`config.mk`:
```
export PLATFORM = sky130hd
export DESIGN_NAME = pipe_stage_skid_flat
export DESIGN_NICKNAME = d
export VERILOG_FILES = /design/src/rtl/pipe_stage_skid_if.sv /design/src/rtl/pipe_stage_skid.sv /design/src/flat_wrapper.sv
export SDC_FILE = /design/constraint.sdc
export NUM_CORES = 1
export LEC_CHECK = 0
export ABC_AREA = 1
export BUFFER_PORTS_ARGS = -buffer_cell sky130_fd_sc_hd__clkbuf_2
export CORE_MARGIN = 4
export CORE_UTILIZATION = 45
export CTS_CLUSTER_DIAMETER = 80
export CTS_CLUSTER_SIZE = 20
export DETAILED_ROUTE_END_ITERATION = 8
export GPL_TIMING_DRIVEN = 0
export HOLD_SLACK_MARGIN = 0.03
export PLACE_DENSITY = 0.8
export SYNTH_ARGS = -nofsm -noshare
export SYNTH_HDL_FRONTEND = slang
export SYNTH_SLANG_ARGS = --single-unit
```
`constraint.sdc`:
```
create_clock -name i_clk -period 2 [get_ports i_clk]
set_input_delay 0.1 -clock i_clk [delete_from_list [all_inputs] [get_ports i_clk]]
set_output_delay 0.1 -clock i_clk [all_outputs]
set_load 0.03 [all_outputs]
```
`src/rtl/pipe_stage_skid_if.sv`:
```
// Valid/ready handshake bundle carrying control bits and payload between pipeline stages.
// The master drives valid/ctrl/data and the slave answers with ready.
interface pipe_stage_skid_if #(
  parameter int DATA_W = 32,
  parameter int CTRL_W = 2
) ();
  logic              valid;
  logic              ready;
  logic [CTRL_W-1:0] ctrl;
  logic [DATA_W-1:0] data;

  modport master (output valid, output ctrl, output data, input ready);
  modport slave  (input valid, input ctrl, input data, output ready);
endinterface

```
`src/rtl/pipe_stage_skid.sv`:
```
// Pipeline register stage with a one-entry skid buffer, synchronous flush and a
// saturating stall counter. Every output is either a register or decoded from state.
module pipe_stage_skid #(
  parameter int DATA_W = 32,
  parameter int CTRL_W = 2,
  parameter int CNT_W  = 16
) (
  input  logic                 i_clk,
  input  logic                 i_rst,
  input  logic                 i_flush,
  input  logic                 i_stallClr,
  pipe_stage_skid_if.slave     i_up,
  pipe_stage_skid_if.master    o_dn,
  output logic [1:0]           o_occupancy,
  output logic [CNT_W-1:0]     o_stallCount
);

  typedef enum logic [1:0] {
    EMPTY = 2'd0,
    FULL  = 2'd1,
    SKID  = 2'd2
  } state_t;

  state_t            r_state;
  logic [CTRL_W-1:0] r_mainCtrl;
  logic [DATA_W-1:0] r_mainData;
  logic [CTRL_W-1:0] r_skidCtrl;
  logic [DATA_W-1:0] r_skidData;
  logic [CNT_W-1:0]  r_stallCount;

  logic w_inFire;
  logic w_outFire;
  logic w_stall;

  // Ready depends only on state, so backpressure never forms a combinational path.
  assign w_inFire  = i_up.valid && (r_state != SKID);
  assign w_outFire = (r_state != EMPTY) && o_dn.ready;
  assign w_stall   = (r_state != EMPTY) && !o_dn.ready;

  assign i_up.ready   = (r_state != SKID);
  assign o_dn.valid   = (r_state != EMPTY);
  assign o_dn.ctrl    = r_mainCtrl;
  assign o_dn.data    = r_mainData;
  assign o_occupancy  = r_state;
  assign o_stallCount = r_stallCount;

  // Main register is the FIFO head; registers are zeroed whenever they hold no entry.
  always_ff @(posedge i_clk) begin
    if (i_rst || i_flush) begin
      r_state    <= EMPTY;
      r_mainCtrl <= '0;
      r_mainData <= '0;
      r_skidCtrl <= '0;
      r_skidData <= '0;
    end else begin
      case (r_state)
        EMPTY: begin
          if (w_inFire) begin
            r_state    <= FULL;
            r_mainCtrl <= i_up.ctrl;
            r_mainData <= i_up.data;
          end
        end
        FULL: begin
          if (w_inFire && w_outFire) begin
            r_mainCtrl <= i_up.ctrl;
            r_mainData <= i_up.data;
          end else if (w_inFire) begin
            r_state    <= SKID;
            r_skidCtrl <= i_up.ctrl;
            r_skidData <= i_up.data;
          end else if (w_outFire) begin
            r_state    <= EMPTY;
            r_mainCtrl <= '0;
            r_mainData <= '0;
          end
        end
        SKID: begin
          if (w_outFire) begin
            r_state    <= FULL;
            r_mainCtrl <= r_skidCtrl;
            r_mainData <= r_skidData;
            r_skidCtrl <= '0;
            r_skidData <= '0;
          end
        end
        default: begin
          r_state    <= EMPTY;
          r_mainCtrl <= '0;
          r_mainData <= '0;
          r_skidCtrl <= '0;
          r_skidData <= '0;
        end
      endcase
    end
  end

  // Flush deliberately leaves the stall statistic untouched.
  always_ff @(posedge i_clk) begin
    if (i_rst || i_stallClr) begin
      r_stallCount <= '0;
    end else if (w_stall && (r_stallCount != '1)) begin
      r_stallCount <= r_stallCount + CNT_W'(1);
    end
  end

endmodule

```
`src/flat_wrapper.sv`:
```
// flat-port wrapper written by rule: the top's interface ports become plain ports
module pipe_stage_skid_flat 
#(
  parameter int DATA_W = 32,
  parameter int CTRL_W = 2,
  parameter int CNT_W  = 16
)
  (i_clk, i_rst, i_flush, i_stallClr, o_occupancy, o_stallCount, i_up_valid, i_up_ctrl, i_up_data, i_up_ready, o_dn_valid, o_dn_ctrl, o_dn_data, o_dn_ready);
  pipe_stage_skid_if #(.DATA_W(DATA_W), .CTRL_W(CTRL_W)) i_up_i ();
  pipe_stage_skid_if #(.DATA_W(DATA_W), .CTRL_W(CTRL_W)) o_dn_i ();
  input  logic i_clk;
  input  logic i_rst;
  input  logic i_flush;
  input  logic i_stallClr;
  output logic [1:0] o_occupancy;
  output logic [CNT_W-1:0] o_stallCount;
  input wire logic [$bits(i_up_i.valid)-1:0] i_up_valid;
  input wire logic [$bits(i_up_i.ctrl)-1:0] i_up_ctrl;
  input wire logic [$bits(i_up_i.data)-1:0] i_up_data;
  output wire logic [$bits(i_up_i.ready)-1:0] i_up_ready;
  output wire logic [$bits(o_dn_i.valid)-1:0] o_dn_valid;
  output wire logic [$bits(o_dn_i.ctrl)-1:0] o_dn_ctrl;
  output wire logic [$bits(o_dn_i.data)-1:0] o_dn_data;
  input wire logic [$bits(o_dn_i.ready)-1:0] o_dn_ready;
  assign i_up_i.valid = i_up_valid;
  assign i_up_i.ctrl = i_up_ctrl;
  assign i_up_i.data = i_up_data;
  assign i_up_ready = i_up_i.ready;
  assign o_dn_valid = o_dn_i.valid;
  assign o_dn_ctrl = o_dn_i.ctrl;
  assign o_dn_data = o_dn_i.data;
  assign o_dn_i.ready = o_dn_ready;
  pipe_stage_skid #(.DATA_W(DATA_W), .CTRL_W(CTRL_W), .CNT_W(CNT_W)) u_core (.i_clk(i_clk), .i_rst(i_rst), .i_flush(i_flush), .i_stallClr(i_stallClr), .i_up(i_up_i), .o_dn(o_dn_i), .o_occupancy(o_occupancy), .o_stallCount(o_stallCount));
endmodule
```
==> results.json <==
{
  "first_pass_iters": 5,
  "hold_viol": 0,
  "irDropWorstVdd_v": 0.0004509,
  "dpl_worst_slack_ps": 286.7,
  "swShare_pct": 27.74,
  "synth_warnings": 0,
  "htreeDepth": 3,
  "cap_violations": 0,
  "cts.sinks": 86,
  "via_count": 4489,
  "status": "finished clean",
  "p_int_mw": 2.477,
  "grt_max_degree": 16,
  "fp-row-count": 34,
  "fmax_mhz": 532.8,
  "critPathLaunchType": "flop",
  "clockBufferDepth": 2,
  "ys_async_sr_fraction_pct": 0,
  "critical_path_class": "reg2out",
  "routed_via_density": 5.256,
  "routed_wl_um": 11740,
  "ys_ff_latch": 86,
  "placed_cells": 825,
  "die_area_sq_um": 10900,
  "power.density_nw_per_um2": 670.0,
  "clk_latency_ps": 360,
  "diodes": 0,
  "dp_hpwl_um": 8541,
  "worst_ep_arrival_time_ps": 1780,
  "period_share_pct": 93.84,
  "yosysUniqueCellTypes": 26,
  "gp_congestion": 0.8806,
  "core_sq_um": 8891,
  "power_mw": 3.428,
  "max_slew_margin_pct": 58.56,
  "fin_util_pct": 57.54,
  "fin_skew_ps": 11.10,
  "drc": 0,
  "fin_cells": 854,
  "synthesis.area_sq_um": 4180,
  "p_switching_mw": 0.9509,
  "slew_viol_final": 0,
  "placed_area_sq_um": 4781,
  "grt_pass1_wl_um": 19380,
  "syn_inst": 624,
  "crit_fanout": 10,
  "ys.flop_type": "dfxtp_1",
  "critPathCaptureType": "primary output",
  "cts_root_buf": "clkbuf_8",
  "cts_tree": "yes",
  "layout_setup_ws_ps": 123.2,
  "port_buffers": 93,
  "pwr-share-seq_pct": 51.3,
  "synthesis.nets": 665,
  "wl_per_cell_um": 13.75,
  "synth_edf_count": 0,
  "power.share.clock_pct": 36.0,
  "die_w_um": 104.4,
  "setup-violations-final": 0,
  "die_h_um": 104.4,
  "track_usage_pct": 21.47,
  "pwr-share-comb_pct": 12.7,
  "grt_overflow": 0,
  "layout_min_cycle_time_ps": 1877,
  "worstHoldPathType": "in2reg",
  "grt_pass1_vias": 4299,
  "grt_setup_unrepaired": "false",
  "path_clk_slew_ps": 90,
  "final_nets": 783,
  "cts_buffers": 9,
  "fin_hold_ws_ps": 92.05,
  "crit_required_ps": 1900,
  "ys_seq_area_share_pct": 41.19,
  "start_util_pct": 47.02,
  "antenna_found_initial": 0,
  "ant_nets": 0,
  "worst_pin_slew_ps": 619.2,
  "syn_avg_cell_area_sq_um": 6.699,
  "leakage_nw": 2.275,
  "drive_gt1_share_pct": 19.44,
  "drtIter0Drc": 306,
  "num_io_pins": 94,
  "fin_tns_setup_ps": 0,
  "postCtsSetupRepairBufs": 0,
  "finish.instance_area_sq_um": 5116,
  "area_delta_synth_final_pct": 22.39
}
[power groups by stage]
stage	clock network (mW)	logic (mW)	registers [mW]
6_report	1.23	0.435	1.76
5_1_grt	1.31	0.479	1.76
4_1_cts	1.25	0.432	1.76
3_5_place_dp	0	0.409	1.80
3_3_place_gp	0	0.402	1.80
2_1_floorplan	0	0.218	1.85
[final cells by class]
cell class	instances	area (sq um)
inverters	44	180.2
clock inverters	6	71.32
fillers	831	3775
well taps	108	135.1
flip-flops and latches	86	1722
repair buffers	107	605.6
plain buffers	33	206.4
clock buffers	9	123.9
multi-input cells	461	2072
[kinds of logic (layout without fill, tap and decap cells)]
| kind of cell | Yosys count | in the layout | synth area share [%] |
|---|---|---|---|
| simple gates | 341 | 341 | 33.10 |
| fa+ha+maj | 1 | 1 | 0.2993 |
| buf+inv | 77 | 199 | 9.249 |
| flops | 86 | 86 | 41.19 |
| xor+xnor | 6 | 6 | 1.257 |
| compound gates | 113 | 113 | 14.91 |
[registers in the layout, summed over array words and instances (netlist names)]
register and flops:
u_core.r_skidData 32, u_core.o_stallCount 16, u_core.r_skidCtrl 2, u_core.o_dn.ctrl 2, u_core.o_dn.data 32, u_core.o_occupancy 2
[path summary, 6_finish.rpt]
check                         startpoint                endpoint  slack (ps)  cells after the start
setup / recovery   u_core.o_occupancy[0]              o_dn_valid         120                      5
hold / removal                   i_flush    u_core.r_skidData[2]          90                      4
setup reg to reg  u_core.o_stallCount[0]  u_core.o_stallCount[1]         290                      9
hold reg to reg     u_core.o_dn.data[19]    u_core.o_dn.data[19]         460                      2
[Yosys cell counts (2+ instances only)]
cell type | number | area share (%)
a21oi_1 | 68 | 8.1
nand2_2 | 4 | 0.60
o211ai_1 | 20 | 3.6
buf_2 | 9 | 1.1
buf_6 | 7 | 1.9
xnor2_1 | 2 | 0.42
nand4_1 | 2 | 0.30
clkbuf_1 | 12 | 1.1
o21ai_0 | 23 | 2.8
buf_4 | 5 | 0.90
nor2_4 | 3 | 0.81
nand2_1 | 213 | 19
inv_1 | 39 | 3.5
inv_2 | 3 | 0.27
nor3_1 | 2 | 0.24
nand3_1 | 29 | 3.5
dfxtp_1 | 86 | 41
nor2_1 | 85 | 7.6
xor2_1 | 4 | 0.84
o21ai_2 | 2 | 0.42
[placed cells by master, fill, tap and decap left out, types with 5 or more instances in the layout]
cell type        n
nand2_1        213
clkbuf_2        93
dfxtp_1         86
nor2_1          85
a21oi_1         68
inv_1           39
nand3_1         29
o21ai_0         23
o211ai_1        20
dlygate4sd3_1   14
clkbuf_1        12
buf_2            9
clkbuf_8         9
buf_6            7
buf_4            5
[critical path, stage by stage, from the launching register on]
cell,delay [ps]
dfxtp_1,360
buf_6,170
nor2_4,50
inv_2,90
clkbuf_1,440
clkbuf_2,310
[metal layers]
metal | up-vias | global-route usage [%] | wire (um)
met5 | - | 0 | 0
met4 | 0 | 7.787 | 180
met3 | 24 | 5.400 | 889
met2 | 182 | 37.78 | 5893
met1 | 2055 | 25.12 | 4779
li1 | 2228 | - | -
[repair_timing]
action,in CTS,in global routing
hold endpoints to repair,14,0
resized for setup,0,0
hold buffers,14,0
(Power assumes the default switching activity.)
